$ cat src/rtl/multadd_seq_pkg.sv
// Shared types for the multadd vector sequencer.
//   op_e       : vector command opcode (elementwise add/sub/mul, dot product)
//   state_e    : sequencer FSM states
//   ALU_*      : multadd alu_op encodings
//   wb_entry_s : one slot of the writeback delay line
package multadd_seq_pkg;

  typedef enum logic [1:0] {
    OpAdd = 2'd0,
    OpSub = 2'd1,
    OpMul = 2'd2,
    OpDot = 2'd3
  } op_e;

  typedef enum logic [1:0] {
    StIdle  = 2'd0,
    StIssue = 2'd1,
    StDrain = 2'd2,
    StDone  = 2'd3
  } state_e;

  localparam logic [1:0] ALU_ADD = 2'd0;
  localparam logic [1:0] ALU_SUB = 2'd1;
  localparam logic [1:0] ALU_MUL = 2'd2;

  // Element index field is sized for the largest supported vector; the top
  // truncates it to its own index width.
  localparam int unsigned WbElW = 8;

  typedef struct packed {
    logic             valid;
    logic [WbElW-1:0] el;
    logic             is_last;
  } wb_entry_s;

endpackage

$ cat src/rtl/multadd_seq_wb_pipe.sv
// Writeback delay line: carries {valid, el, is_last} for each issued element
// so it emerges exactly when multadd presents the matching result.
//   clk_i    : clock
//   reset_i  : synchronous active-high flush (clears every slot)
//   entry_i  : entry pushed in the issue cycle
//   entry_o  : entry aligned with ma_data_i, lat_p cycles later
module multadd_seq_wb_pipe
  import multadd_seq_pkg::*;
#(
  parameter int unsigned lat_p = 1
) (
  input  logic      clk_i,
  input  logic      reset_i,
  input  wb_entry_s entry_i,
  output wb_entry_s entry_o
);

  wb_entry_s stage_q [lat_p];

  always_ff @(posedge clk_i) begin
    if (reset_i) begin
      for (int i = 0; i < lat_p; i++) begin
        stage_q[i] <= '0;
      end
    end else begin
      stage_q[0] <= entry_i;
      for (int i = 1; i < lat_p; i++) begin
        stage_q[i] <= stage_q[i-1];
      end
    end
  end

  assign entry_o = stage_q[lat_p-1];

endmodule

$ cat src/rtl/multadd_seq_ctrl.sv
// Command-driven sequencer for one multadd lane. Accepts a vector op, streams
// element pairs from the vector register file into multadd, and writes the
// results back after the fixed multadd latency.
//   clk_i, reset_i            : clock, synchronous active-high reset
//   v_i/ready_o, op_i, vs1_i, vs2_i, vd_i, len_i : command handshake and fields
//   rd_*                      : register-file read port (combinational data)
//   ma_*                      : multadd operand/control drive and result
//   wr_*                      : writeback port
//   done_o                    : one-cycle completion pulse
//   ovf_o                     : sticky overflow, cleared on accept
// Optional: define MULTADD_SEQ_PERF_EN to add perf_busy_o, a saturating count
// of non-idle cycles.
module multadd_seq_ctrl
  import multadd_seq_pkg::*;
#(
  parameter int unsigned vdw_p   = 32,
  parameter int unsigned els_p   = 8,
  parameter int unsigned vregs_p = 8,
  parameter int unsigned lat_p   = 1
) (
  input  logic                         clk_i,
  input  logic                         reset_i,
  input  logic                         v_i,
  output logic                         ready_o,
  input  logic [1:0]                   op_i,
  input  logic [$clog2(vregs_p)-1:0]   vs1_i,
  input  logic [$clog2(vregs_p)-1:0]   vs2_i,
  input  logic [$clog2(vregs_p)-1:0]   vd_i,
  input  logic [$clog2(els_p+1)-1:0]   len_i,
  output logic                         rd_v_o,
  output logic [$clog2(vregs_p)-1:0]   rd_reg_a_o,
  output logic [$clog2(vregs_p)-1:0]   rd_reg_b_o,
  output logic [$clog2(els_p)-1:0]     rd_el_o,
  input  logic [vdw_p-1:0]             rd_a_i,
  input  logic [vdw_p-1:0]             rd_b_i,
  output logic [vdw_p-1:0]             ma_a_o,
  output logic [vdw_p-1:0]             ma_b_o,
  output logic [1:0]                   ma_alu_op_o,
  output logic                         ma_use_fma_o,
  output logic                         ma_fma_first_o,
  input  logic [vdw_p-1:0]             ma_data_i,
  input  logic                         ma_overflow_i,
  output logic                         wr_v_o,
  output logic [$clog2(vregs_p)-1:0]   wr_reg_o,
  output logic [$clog2(els_p)-1:0]     wr_el_o,
  output logic [vdw_p-1:0]             wr_data_o,
  output logic                         done_o,
`ifdef MULTADD_SEQ_PERF_EN
  output logic [31:0]                  perf_busy_o,
`endif
  output logic                         ovf_o
);

  localparam int unsigned RegW = $clog2(vregs_p);
  localparam int unsigned ElW  = $clog2(els_p);
  localparam int unsigned LenW = $clog2(els_p+1);

  state_e          state_q, state_d;
  op_e             op_q, op_d;
  logic [RegW-1:0] vs1_q, vs1_d, vs2_q, vs2_d, vd_q, vd_d;
  logic [LenW-1:0] len_q, len_d, len_clamp;
  logic [ElW-1:0]  el_q, el_d;
  logic            ovf_q, ovf_d;

  logic      issue, drain, last_issue, is_dot;
  wb_entry_s wb_in, wb_out;
  logic      unused_el;

  assign issue      = (state_q == StIssue);
  assign drain      = (state_q == StDrain);
  assign is_dot     = (op_q == OpDot);
  assign last_issue = issue && (LenW'(el_q) == len_q - LenW'(1));
  assign len_clamp  = (len_i > LenW'(els_p)) ? LenW'(els_p) : len_i;

  assign wb_in.valid   = issue;
  assign wb_in.el      = WbElW'(el_q);
  assign wb_in.is_last = last_issue;

  multadd_seq_wb_pipe #(
    .lat_p (lat_p)
  ) u_wb_pipe (
    .clk_i   (clk_i),
    .reset_i (reset_i),
    .entry_i (wb_in),
    .entry_o (wb_out)
  );

  // Upper index bits only exist to keep the entry type fixed-width.
  assign unused_el = ^(wb_out.el >> ElW);

  always_comb begin
    state_d = state_q;
    op_d    = op_q;
    vs1_d   = vs1_q;
    vs2_d   = vs2_q;
    vd_d    = vd_q;
    len_d   = len_q;
    el_d    = el_q;
    ovf_d   = ovf_q | (wb_out.valid & ma_overflow_i);
    unique case (state_q)
      StIdle: begin
        if (v_i) begin
          op_d    = op_e'(op_i);
          vs1_d   = vs1_i;
          vs2_d   = vs2_i;
          vd_d    = vd_i;
          len_d   = len_clamp;
          el_d    = '0;
          ovf_d   = 1'b0;
          state_d = (len_clamp == '0) ? StDone : StIssue;
        end
      end
      StIssue: begin
        el_d = el_q + ElW'(1);
        if (last_issue) state_d = StDrain;
      end
      StDrain: begin
        if (wb_out.valid && wb_out.is_last) state_d = StIdle;
      end
      StDone:  state_d = StIdle;
      default: state_d = StIdle;
    endcase
  end

  always_ff @(posedge clk_i) begin
    if (reset_i) begin
      state_q <= StIdle;
      op_q    <= OpAdd;
      vs1_q   <= '0;
      vs2_q   <= '0;
      vd_q    <= '0;
      len_q   <= '0;
      el_q    <= '0;
      ovf_q   <= 1'b0;
    end else begin
      state_q <= state_d;
      op_q    <= op_d;
      vs1_q   <= vs1_d;
      vs2_q   <= vs2_d;
      vd_q    <= vd_d;
      len_q   <= len_d;
      el_q    <= el_d;
      ovf_q   <= ovf_d;
    end
  end

  assign ready_o        = (state_q == StIdle);
  assign rd_v_o         = issue;
  assign rd_reg_a_o     = vs1_q;
  assign rd_reg_b_o     = vs2_q;
  assign rd_el_o        = el_q;
  assign ma_a_o         = issue ? rd_a_i : '0;
  assign ma_b_o         = issue ? rd_b_i : '0;
  assign ma_alu_op_o    = (issue && !is_dot) ? 2'(op_q) : ALU_ADD;
  // Keep FMA selected through drain so the accumulator is not disturbed.
  assign ma_use_fma_o   = is_dot && (issue || drain);
  assign ma_fma_first_o = is_dot && issue && (el_q == '0);

  // Dot products only write the final accumulated value, always to element 0.
  assign wr_v_o    = wb_out.valid && (!is_dot || wb_out.is_last);
  assign wr_reg_o  = vd_q;
  assign wr_el_o   = is_dot ? '0 : wb_out.el[ElW-1:0];
  assign wr_data_o = ma_data_i;
  assign done_o    = (state_q == StDone) || (wb_out.valid && wb_out.is_last);
  assign ovf_o     = ovf_q;

`ifdef MULTADD_SEQ_PERF_EN
  logic [31:0] perf_q;

  always_ff @(posedge clk_i) begin
    if (reset_i) begin
      perf_q <= '0;
    end else if ((state_q != StIdle) && (perf_q != '1)) begin
      perf_q <= perf_q + 32'd1;
    end
  end

  assign perf_busy_o = perf_q;
`endif

endmodule
$ cat config.mk
export PLATFORM = sky130hd
export DESIGN_NAME = multadd_seq_ctrl
export DESIGN_NICKNAME = d
export VERILOG_FILES = /design/src/rtl/multadd_seq_pkg.sv /design/src/rtl/multadd_seq_wb_pipe.sv /design/src/rtl/multadd_seq_ctrl.sv
export SDC_FILE = /design/constraint.sdc
export NUM_CORES = 1
export LEC_CHECK = 0
export BUFFER_PORTS_ARGS = -buffer_cell sky130_fd_sc_hd__buf_2
export CAP_MARGIN = 0
export CORE_AREA = 4 4 90 92
export DETAILED_ROUTE_END_ITERATION = 6
export DIE_AREA = 0 0 94 96
export PLACE_DENSITY_LB_ADDON = 0.12
export SKIP_LAST_GASP = 1
export SYNTH_ARGS = -nofsm -noshare
export SYNTH_HDL_FRONTEND = slang
export SYNTH_SLANG_ARGS = --single-unit
$ cat constraint.sdc
create_clock -name clk_i -period 3.7 [get_ports clk_i]
set_input_delay 0.185 -clock clk_i [delete_from_list [all_inputs] [get_ports clk_i]]
set_output_delay 0.185 -clock clk_i [all_outputs]
set_load 0.1 [all_outputs]
## Word level (Yosys, flattened, before mapping)

Memory sizes are Yosys's and may differ from the RTL's.
Cells that the tools add are included.

- Shift operators: 0
- $lt $le $gt $ge: 1
- Add/sub/neg operators: 2
- Eq/ne operators: 8
- Multiply operators: 0
- Divide/modulo/power cells: 0
- Mux-type cells: 19
- Reductions and logical operators: 19
- Bitwise operators: 2

Operators by type and width:

| cell | count |
|---|---|
| 2-to-1 mux 32 bit | 2 |
| 2-to-1 mux 2 bit | 5 |
| one-hot mux 2 bit (4 select lines) | 1 |
| logical AND 1 bit | 7 |
| equality test 2 bit (second input constant) | 3 |
| 2-to-1 mux 1 bit | 6 |
| 2-to-1 mux 3 bit | 2 |
| one-hot mux 3 bit (2 select lines) | 1 |
| 2-to-1 mux 5 bit | 1 |
| OR reduction 5 bit | 1 |
| equality test 3 x 4 -> 1 bit | 1 |
| > comparator 4 bit (second input constant) | 1 |
| logical NOT 4 bit | 1 |
| 2-to-1 mux 4 bit | 1 |
| inequality test 2 x 1 -> 1 bit (second input constant) | 2 |
| AND reduction 2 bit | 2 |
| subtractor 4 x 1 -> 4 bit (second input constant) | 1 |
| adder 3 x 1 -> 3 bit (second input constant) | 1 |
| logical NOT 3 bit | 1 |
| logical OR 1 bit | 3 |
| AND reduction 3 bit | 1 |
| equality test 2 x 1 -> 1 bit (second input constant) | 1 |
| logical NOT 2 bit | 1 |
| inequality test 2 bit (second input constant) | 1 |
| 4 further kinds | 4 |

- Bits in writable memories: 5
- Bits in read-only memories: 0
- Input port bits: 115
- Latch bits: 0
- Logic and storage cells: 60
- Memories: 1
- Bits in registers: 21
- Output and inout bits: 120

Memories:

| name | depth | bits a word | rd ports | clocked after Yosys merged registers in | wr ports | RTL line | text |
|---|---|---|---|---|---|---|---|
| u_wb_pipe.stage_q | 1 | 5 | 1 | 0 | 1 | multadd_seq_wb_pipe.sv:18 | `wb_entry_s stage_q [lat_p];` |

## Depth between registers and ports, before layout

Gate-level depths: netlist of the first run.

- Depth in word-level cells: 6
- Gate-level depth with buffers: 8

## Cells and area by module

A second synthesis of the first run with hierarchy kept.

- Cell total of the unflattened synthesis: 264
- Area total of the unflattened synthesis: 2054.5 µm²

Modules (own cells, without submodules):

| module | times used | sequential area each (µm²) | area each (µm²) | cells each |
|---|---|---|---|---|
| multadd_seq_ctrl | 1 | 420.4 | 1791.7 | 244 |
| multadd_seq_wb_pipe | 1 | 200.2 | 262.8 | 20 |

## Worst setup path after synthesis of the first run

Ideal clock, no wire load.

- Path type: register to output
- From: register state_q[1]
- To: output port ma_fma_first_o
- Stages on the path, launching flop included: 6
- Arrival: 3.672 ns
- Slack: -0.157 ns
- Cell sequence: dfxtp_1 > inv_1 > ha_1 > clkbuf_1 > nand2_1 > nor3_1

- Longest elaborated chain between the ends: 3

RTL lines:

| what | RTL line | text |
|---|---|---|
| from (decl) | multadd_seq_ctrl.sv:58 | `state_e state_q, state_d;` |
| from (signal assigned) | multadd_seq_ctrl.sv:127 | `state_q <= StIdle;` |
| from (signal assigned) | multadd_seq_ctrl.sv:136 | `state_q <= state_d;` |
| equality test 2 x 1 -> 1 bit | multadd_seq_ctrl.sv:69 | `assign issue = (state_q == StIssue);` |
| net rd_v_o | multadd_seq_ctrl.sv:30 | `output logic rd_v_o,` |
| logical AND 1 bit (2 in series) | multadd_seq_ctrl.sv:157 | `assign ma_fma_first_o = is_dot && issue && (el_q == '0);` |
| to (decl) | multadd_seq_ctrl.sv:40 | `output logic ma_fma_first_o,` |

The timed path passes the listed nets, and every way through them passes these cells.

## Final worst setup path of the first run

- From: register state_q[1]
- To: output port ma_a_o[13]

- Longest elaborated chain between the ends: 2

RTL lines:

| what | RTL line | text |
|---|---|---|
| equality test 2 x 1 -> 1 bit | multadd_seq_ctrl.sv:69 |  |
| 2-to-1 mux 32 bit | multadd_seq_ctrl.sv:152 | `assign ma_a_o = issue ? rd_a_i : '0;` |
| to (decl) | multadd_seq_ctrl.sv:36 | `output logic [vdw_p-1:0] ma_a_o,` |

Every way passes these cells.

==> impl_metrics.yaml, run 1 <==
die:
  num_rows: 31
  start_util: 0.257
  die_w_um: 94
  dieArea_um2: 9020
  die_h_um: 96
  core-area_um2: 7210
  io-pin-count: 235
synthesis:
  syn_nets: 369
  synth_async_sr_flop_share: 0
  ys_ff_latch: 26
  synth-seq-area-share: 0.281
  synth_top_family_by_area: "simple AND/OR/NAND/NOR gates"
  synth_cells: 247
  synth_fa_ha_area_frac: 0.0473
  netlist_area_um2: 1850
  synthMuxAreaShare: 0.0223
  synth-edff-count: 0
  synth_xor_xnor_area_share: 0.0142
  postSynthAreaPerCell_um2: 7.50
  yosys_warnings: 0
  synth-simple-area-share: 0.381
  synthFlopType: "dfxtp_1"
  synth_compound_area_frac: 0.0818
  synth.distinct_cells: 31
grt:
  overflow: 0
  grt_pass1_vias: 1904
  antenna_found_initial: 0
  grt_usage: 0.119
  grt_pass1_wl_um: 8740
  grt_max_degree: 55
timing:
  slew_headroom: 0.507
  final.setup.tns_ps: 0
  finalSetupViolCount: 0
  final.period_utilization: 0.667
  rsz0062_at_grt: "no"
  worst-slew-pin-transition_ps: 740
  timing.fmax_ghz: 0.405
  final_hold_viol_count: 0
  finClkSkew_ps: 9.63
  period_needed_ps: 2470
  drv_slew: 0
pwr:
  seq_power_share: 0.139
  swShare: 0.702
  internal-power_uw: 761
  p_comb_frac: 0.768
  power_density_nw_per_um2: 975
  max-vdd-ir-drop_uv: 684
  power.leakage_nw: 1.46
  p_switching_mw: 1.79
  clockPowerShare: 0.093
cells_and_area:
  final_cell_mix: "buf_2 (170), and2_1 (68), nand2_1 (32)"
  drive_above_1_share: 0.471
  fillerInstances: 796
  mostFrequentLayoutCell: "buf_2"
  finalNetCount: 499
  antenna_cells: 0
  area_growth_pct: 41.5
  fin_area_um2: 2620
setup_path:
  critPathArrivalTime_ps: 2280
  start_kind: "register"
  cp.required_ps: 3510
  worst-path-max-fanout: 54
  crit_path_end_kind: "output port"
  path_class: "reg2out"
placed_design:
  dpl_cell_area_um2: 2550
  io_buffers: 170
  gp_congestion: 0.722
  dp_hpwl_um: 4800
routing:
  dr.pass1.iters: 4
  wl_um: 5850
  ant_nets: 0
  wl_per_cell_um: 12.3
  drc: 0
  viasPerCell: 4.11
  num_vias: 1953
  drt-initial-drc-count: 33
clock_tree:
  cts-root-buf: "clkbuf_8"
  htree_num_levels: 1
  clkSlewWorstSetupHoldPaths_ps: 100
  cts-resized-gates: 0
  cts.sinks: 26
  cts_setup_buffers: 0
  cts_buffer_depth: 2
  clock_latency_ps: 270
  cts_buffers: 3
  cts_tree: "built"
  cts_hold_buf: 0
hold_path:
  hp-class: "in2reg"
job:
  cap_violations: 0
status:
  outcome: "complete, no violations"
-- flip-flops by register name, summed over array words and instances (netlist names) --
register	cells
rd_reg_a_o	3
ovf_o	1
rd_reg_b_o	3
op_q	2
rd_el_o	3
state_q	2
len_q	4
u_wb_pipe.stage_q	5
wr_reg_o	3
-- through the flow --
| step | instances | util | worst slack (ps) | hold slack [ps] | power [mW] |
|---|---|---|---|---|---|
| floorplan | 247 | - | 643 | 321 | 2.21 |
| global placement | 471 | 0.353 | 1420 | 371 | 2.34 |
| detailed placement | 471 | 0.353 | 1380 | 371 | 2.34 |
| CTS | 475 | 0.363 | 1180 | 129 | 2.58 |
| global route | 475 | 0.363 | 1000 | 142 | 2.66 |
| finish | 475 | 0.363 | 1230 | 136 | 2.55 |
-- power groups by stage --
| stage | registers, mW | logic [mW] | clock network (mW) |
|---|---|---|---|
| finish | 0.354 | 1.96 | 0.237 |
| global route | 0.361 | 2.04 | 0.257 |
| CTS | 0.354 | 1.98 | 0.247 |
| detailed placement | 0.361 | 1.98 | 0 |
| global placement | 0.360 | 1.98 | 0 |
| floorplan | 0.502 | 1.71 | 0 |
-- cell usage after synthesis, types with 2 or more instances --
library cell,n,area share
clkbuf_1,14,0.028
nor2b_1,2,0.0068
inv_1,7,0.014
ha_1,7,0.047
o21ai_0,2,0.0054
nor2_1,12,0.024
mux2i_1,3,0.016
nor3_1,2,0.0054
nor3b_1,3,0.012
and2_1,68,0.23
xnor2_1,2,0.0095
buf_4,32,0.13
nand2b_1,4,0.014
a21oi_1,16,0.043
nand2_1,32,0.065
dfxtp_1,26,0.28
-- logic make-up (layout without fill, tap and decap cells) --
family                   count (synthesis)  after routing
AO/OA/AOI/OAI                           25             25
buffers and inverters                   53            182
adder cells (fa/ha/maj)                  7              7
XOR/XNOR                                 3              3
AND/OR/NAND/NOR                        129            129
flip-flops                              26             26
multiplexers                             4              4
-- worst max-delay path: stages, from the launching register on --
cell and delay, ps:
dfxtp_1 340, inv_1 100, ha_2 680, buf_4 320
and2_1 150, buf_2 420
-- path summary, 6_finish.rpt --
| kind | startpoint | endpoint | slack (ps) | depth (start not counted) |
|---|---|---|---|---|
| hold reg to reg | rd_reg_b_o[2] | rd_reg_b_o[2] | 460 | 2 |
| setup / recovery | state_q[1] | ma_a_o[13] | 1230 | 5 |
| hold / removal | vs2_i[2] | rd_reg_b_o[2] | 140 | 3 |
| setup reg to reg | len_q[0] | state_q[1] | 1380 | 7 |
-- cell type report --
| type | instances | area [um^2] | share of cell area |
|---|---|---|---|
| multi-input cells | 168 | 1020 | 0.389 |
| repair buffers | 171 | 858 | 0.328 |
| flip-flops and latches | 26 | 520 | 0.199 |
| well taps | 99 | 124 | 0.0473 |
| clock buffers | 3 | 41.3 | 0.0158 |
| clock inverters | 1 | 30.0 | 0.0115 |
| inverters | 7 | 26.3 | 0.0100 |
-- metal layers --
metal,vias up,global-route usage,routed length [um]
li1,1006,-,-
met1,840,0.133,2240
met2,105,0.222,2960
met3,2,0.0469,650
met4,0,0.00602,4
met5,-,0,0
Note: power is estimated with default switching activity, not from simulation.
==> run 2, diff against run 1 <==
--- a/config.mk
+++ b/config.mk
@@ -7,9 +7,9 @@
 export LEC_CHECK = 0
 export BUFFER_PORTS_ARGS = -buffer_cell sky130_fd_sc_hd__buf_2
 export CAP_MARGIN = 0
-export CORE_AREA = 4 4 90 92
+export CORE_AREA = 4 4 89 91
 export DETAILED_ROUTE_END_ITERATION = 6
-export DIE_AREA = 0 0 94 96
+export DIE_AREA = 0 0 93 95
 export PLACE_DENSITY_LB_ADDON = 0.12
 export SKIP_LAST_GASP = 1
 export SYNTH_ARGS = -nofsm -noshare
==> constraint.sdc (replaced) <==
create_clock -name clk_i -period 2.3 [get_ports clk_i]
set_input_delay 0.115 -clock clk_i [delete_from_list [all_inputs] [get_ports clk_i]]
set_output_delay 0.115 -clock clk_i [all_outputs]
set_load 0.1 [all_outputs]
==> run 2 against run 1 <==
  * Global-route usage is 1.3 points higher
  * Design area is 10% higher
  * Die area is 2.1% lower
  * Wire length is 8.9% higher
  * Clock-buffer cell count is 1 higher
  * Flip-flop and latch count stayed put
  * First-iteration DRC count is 140% higher
  * Clock skew is 7.3 ps lower
  * Highest routed layer unchanged
==> impl_metrics.yaml, run 2 (synthesized netlist as in run 1, its figures left out) <==
cells_and_area:
  top_regs: "u_wb_pipe.stage_q x5, len_q x4"
  regMostFlops: "u_wb_pipe.stage_q"
  mostFrequentLayoutCell: "buf_2"
  fillerInstances: 802
  final_cell_mix: "buf_2 (162), and2_2 (60), nand2_1 (32)"
  largest_register_ffs: 5
  antenna_cells: 0
  drive_above_1_share: 0.661
  finalNetCount: 506
  area_growth_pct: 55.9
  fin_util: 0.405
hold_path:
  hp-class: "in2reg"
setup_path:
  start_kind: "register"
  cp.required_ps: 2460
  worst-path-max-fanout: 3
  r2r_start: "len_q[1]"
  cp-endpoint: "state_q[1]"
  crit_path_end_kind: "register"
  rr_worst_depth: 7
  timing.rr.end: "state_q[1]"
  path_class: "reg2reg"
  critPathLaunch: "len_q[1]"
  r2r_slack_ps: 130
  critPathArrivalTime_ps: 2340
routing:
  drt-initial-drc-count: 80
  dr.pass1.iters: 4
  ant_nets: 0
  drc: 0
  wl_um: 6380
  num_vias: 2032
  wl_per_cell_um: 13.2
  viasPerCell: 4.22
die:
  start_util: 0.259
  die_w_um: 93
  die_h_um: 95
  io-pin-count: 235
  num_rows: 31
  core-area_um2: 7140
  dieArea_um2: 8840
grt:
  grt_usage: 0.131
  antenna_found_initial: 0
  overflow: 0
  grt_pass1_wl_um: 9520
  grt_max_degree: 36
  grt_pass1_vias: 1983
timing:
  finalSetupViolCount: 0
  slew_headroom: 0.666
  final.period_utilization: 0.945
  timing.final.ws_setup_ps: 128
  period_needed_ps: 2170
  drv_slew: 0
  timing.fmax_ghz: 0.460
  fin_hold_ws_ps: 70.6
  finClkSkew_ps: 2.33
  final_hold_viol_count: 0
  worst-slew-pin-transition_ps: 500
pwr:
  swShare: 0.690
  p_switching_mw: 2.91
  power_density_nw_per_um2: 1460
  internal-power_mw: 1.31
  p_comb_frac: 0.796
  max-vdd-ir-drop_uv: 798
  seq_power_share: 0.135
  power.leakage_nw: 1.56
  clockPowerShare: 0.070
clock_tree:
  cts_hold_buf: 0
  cts-root-buf: "clkbuf_8"
  cts_tree: "built"
  htree_num_levels: 1
  clock_latency_ps: 270
  cts_buffers: 3
  clkSlewWorstSetupHoldPaths_ps: 90
  cts.sinks: 26
  cts_buffer_depth: 2
job:
  cap_violations: 0
placed_design:
  place_ws_ps: -7.76
  dp_hpwl_um: 5270
  gp_congestion: 0.731
  io_buffers: 170
status:
  outcome: "complete, no violations"
## run 2: cell types whose count changed in the layout (fill, tap and decap cells not counted), moves of 2 or more
cell / change
and2_2: +60
inv_1: -2
inv_2: +2
dfxtp_2: +3
buf_4: +7
buf_2: -8
and2_1: -60
buf_12: +8
dfxtp_1: -4
## run 2: worst min path at each step
stage / cells past startpoint / slack (ps) / startpoint / to
3_5_place_dp: 0 / 230 / ma_data_i[18] / wr_data_o[18]
3_3_place_gp: 0 / 230 / ma_data_i[18] / wr_data_o[18]
2_1_floorplan: 2 / 250 / len_i[3] / len_q[3]
6_report: 3 / 70 / op_i[0] / op_q[0]
4_1_cts: 3 / 70 / vs2_i[0] / rd_reg_b_o[0]
5_1_grt: 3 / 70 / op_i[1] / op_q[1]
## run 2: repair_timing
item	in CTS	in global routing
gates resized for setup	2	5
pin swaps	1	4
setup endpoints to repair	1	2
setup buffers	1	2
## run 2: routing by layer
| layer | share of wire | track usage | vias to the layer above |
|---|---|---|---|
| met3 | 0.092 | 0.0327 | 8 |
| met1 | 0.38 | 0.143 | 898 |
| li1 | - | - | 1022 |
| met4 | 0.0072 | 0.0232 | 0 |
| met2 | 0.52 | 0.257 | 104 |
| met5 | 0 | 0 | - |
## run 2: area by class of cell
class	count	area, um^2	share of cell area
sequential	26	528	0.183
inverter	7	26.3	0.00910
tap	99	124	0.0429
clock buffer	4	55.1	0.0191
timing repair buffer	178	1030	0.357
multi-input combinational	168	1120	0.389
## run 2: per-stage QoR
| step | cell area (um^2) | total power [mW] | setup TNS, ps | std cells |
|---|---|---|---|---|
| final | 2890 | 4.22 | 0 | 482 |
| after detailed placement | 2790 | 3.94 | -7.76 | 475 |
| after global routing | 2890 | 4.39 | -0.756 | 482 |
| after floorplan | 1950 | 3.63 | 0 | 247 |
| after global placement | 2790 | 3.93 | 0 | 475 |
| after CTS | 2850 | 4.25 | 0 | 480 |
## run 2: critical path, stage by stage, from the launching register on
cell and delay, ps:
dfxtp_2 350, inv_2 50, ha_4 150, xor2_2 140, or3b_1 360, a221o_1 340, a222oi_1 310, mux2_1 360
## run 2: power groups by stage
stage | Sequential [mW] | Clock [mW] | Combinational (mW)
after floorplan | 0.809 | 0 | 2.82
after global placement | 0.579 | 0 | 3.36
after detailed placement | 0.579 | 0 | 3.36
after CTS | 0.569 | 0.307 | 3.37
after global routing | 0.580 | 0.321 | 3.49
final | 0.568 | 0.295 | 3.36
==> run 3, diff against run 2 <==
--- a/config.mk
+++ b/config.mk
@@ -5,12 +5,13 @@
 export SDC_FILE = /design/constraint.sdc
 export NUM_CORES = 1
 export LEC_CHECK = 0
+export ABC_AREA = 1
 export BUFFER_PORTS_ARGS = -buffer_cell sky130_fd_sc_hd__buf_2
 export CAP_MARGIN = 0
-export CORE_AREA = 4 4 89 91
+export CORE_AREA = 4 4 90 92
 export DETAILED_ROUTE_END_ITERATION = 6
-export DIE_AREA = 0 0 93 95
-export PLACE_DENSITY_LB_ADDON = 0.12
+export DIE_AREA = 0 0 94 96
+export PLACE_DENSITY = 0.75
 export SKIP_LAST_GASP = 1
 export SYNTH_ARGS = -nofsm -noshare
 export SYNTH_HDL_FRONTEND = slang
==> run 3 against run 2 <==
  * Clock skew hardly changed
  * Utilization is 11 points higher
  * Total power is 28% higher
  * Register-to-register slack better by 560 ps
  * Clock-buffer cell count stayed put
  * Highest routed layer unchanged
  * Worst hold slack better by 7.8 ps
  * Global-route usage is 1.7 points higher
  * Flip-flop and latch count stayed put
  * Via count is 13% higher
  * Largest cell class is now non-clock buffers
  * Largest power group unchanged
==> impl_metrics.yaml, run 3 <==
status:
  outcome: "complete, no violations"
clock_tree:
  clkSlewWorstSetupHoldPaths_ps: 90
  cts_setup_buffers: 0
  cts-root-buf: "clkbuf_8"
  htree_num_levels: 1
  cts.sinks: 26
  clock_latency_ps: 270
  cts_buffers: 3
  cts_hold_buf: 0
  cts_tree: "built"
  cts_buffer_depth: 2
  cts-resized-gates: 0
synthesis:
  postSynthAreaPerCell_um2: 5.89
  synth-seq-area-share: 0.267
  ys_ff_latch: 26
  netlist_area_um2: 1950
  synthTopCellsByArea: "dfxtp_1 (27%), nand2_1 (16%), inv_1 (15%)"
  synth-edff-count: 0
  synth_top_cell_area_share: 0.267
  synth_top_area_cell: "dfxtp_1"
  synth_commonest_cells: "nand2_1 (84), inv_1 (80), nor2_1 (42)"
  syn_nets: 453
  synth_most_common_cell: "nand2_1"
  synthFlopType: "dfxtp_1"
  synth_cells: 331
  synth_async_sr_flop_share: 0
  yosys_warnings: 0
  synth.distinct_cells: 23
routing:
  maxUsedRoutingLayer: "met4"
  wl_per_cell_um: 13.0
  drc: 0
  viasPerCell: 4.09
  drt-initial-drc-count: 60
  dr.pass1.iters: 6
  wl_met1_um: 2470
  wl_met3_um: 696
  wl_um: 7330
  ant_nets: 0
  num_vias: 2304
  dr_wl_met2_um: 4030
timing:
  final_hold_viol_count: 0
  finClkSkew_ps: 2.70
  worst-slew-pin-transition_ps: 509
  final.setup.tns_ps: 0
  slew_headroom: 0.663
  final.period_utilization: 0.889
  rsz0062_at_grt: "no"
  timing.fmax_ghz: 0.489
  finalSetupViolCount: 0
  drv_slew: 0
  period_needed_ps: 2040
  timing.final.ws_setup_ps: 256
grt:
  grt_pass1_wl_um: 10700
  grt_max_degree: 26
  grt_usage: 0.149
  grt_pass1_vias: 2287
  overflow: 0
  antenna_found_initial: 0
setup_path:
  timing.rr.end: "rd_el_o[2]"
  start_kind: "register"
  worst-path-max-fanout: 25
  cpMostUsedCell: "inv_1"
  r2r_slack_ps: 690
  critPathMaxStageDelay_ps: 460
  crit_path_end_kind: "output port"
  crit_family: "buffers and inverters"
  cp_cell_sequence: "inv_1 -> ha_2 -> buf_4 -> nand2_1 -> inv_1 -> buf_12"
  crit_buf_inv: 4
  path_class: "reg2out"
  cp.required_ps: 2180
  r2r_start: "state_q[0]"
  critPathArrivalTime_ps: 1930
  rr_worst_depth: 8
  cpMaxStageDelayCell: "ha_2"
cells_and_area:
  final_cell_mix: "buf_2 (102), nand2_1 (84), inv_1 (80)"
  top_regs: "u_wb_pipe.stage_q x5, len_q x4"
  antenna_cells: 0
  fin_util: 0.519
  regMostFlops: "u_wb_pipe.stage_q"
  stdcell_count: 564
  mostFrequentLayoutCell: "buf_2"
  drive_above_1_share: 0.411
  largest_register_ffs: 5
  finalNetCount: 588
  area_growth_pct: 91.9
pwr:
  p_total_mw: 5.40
  power.leakage_nw: 2.26
  power_density_nw_per_um2: 1440
  max-vdd-ir-drop_uv: 783
die:
  start_util: 0.270
  num_rows: 31
  die_w_um: 94
  core-area_um2: 7210
  die_h_um: 96
  dieArea_um2: 9020
  io-pin-count: 235
hold_path:
  hp-class: "in2reg"
  min_path_cells: 3
  holdCritStartpoint: "vs1_i[2]"
  hold_path_end: "rd_reg_a_o[2]"
placed_design:
  io_buffers: 170
  gp_congestion: 0.786
  place_ws_ps: 543
  dp_cells: 560
  dp_hpwl_um: 6480
job:
  cap_violations: 0
## run 3: layer usage
metal	global-route usage	vias to the layer above
li1	-	1184
met1	0.148	994
met2	0.296	114
met3	0.0414	12
met4	0.0457	0
met5	0	-
## run 3: worst min-delay path: stages
cell,delay (ps)
buf_2,70
o21ai_1,60
nor2_1,70
## run 3: layout make-up
cell class                      instances  area [um^2]
Timing Repair Buffer                  173         1890
Clock buffer                            4         55.1
Multi-Input combinational cell        175          823
Tap cell                               99          124
Sequential cell                        26          520
Inverter                               87          327
Fill cell                             680         3470
## run 3: worst max-delay path by stage
stage	from	endpoint	slack, ps	cells after the start
after floorplan	state_q[1]	ma_b_o[10]	30	7
after global placement	state_q[1]	ma_b_o[15]	610	6
after detailed placement	state_q[1]	ma_b_o[15]	540	6
after CTS	state_q[1]	ma_b_o[15]	220	6
after global routing	state_q[1]	ma_b_o[15]	90	6
final	state_q[1]	ma_b_o[15]	260	6
## run 3: kinds of logic after synthesis
kind of cell / share of synthesized area
AND/OR/NAND/NOR: 0.295
buffers and inverters: 0.316
flip-flops: 0.267
AO/OA/AOI/OAI: 0.0770
adder cells (fa/ha/maj): 0.0449
## run 3: power breakdown
part / leakage (nW) / internal [mW] / switching, mW / total (mW)
combinational: 2.01 / 1.29 / 3.20 / 4.50
sequential: 0.213 / 0.545 / 0.0644 / 0.610
clock: 0.0288 / 0.153 / 0.147 / 0.300
total: 2.26 / 1.99 / 3.41 / 5.40
## run 3: through the flow
stage	cell area, um^2	hold slack [ps]
final	3740	78.3
after global routing	3740	85.6
after CTS	3740	71.8
after detailed placement	3690	231
after global placement	3690	231
after floorplan	1960	187
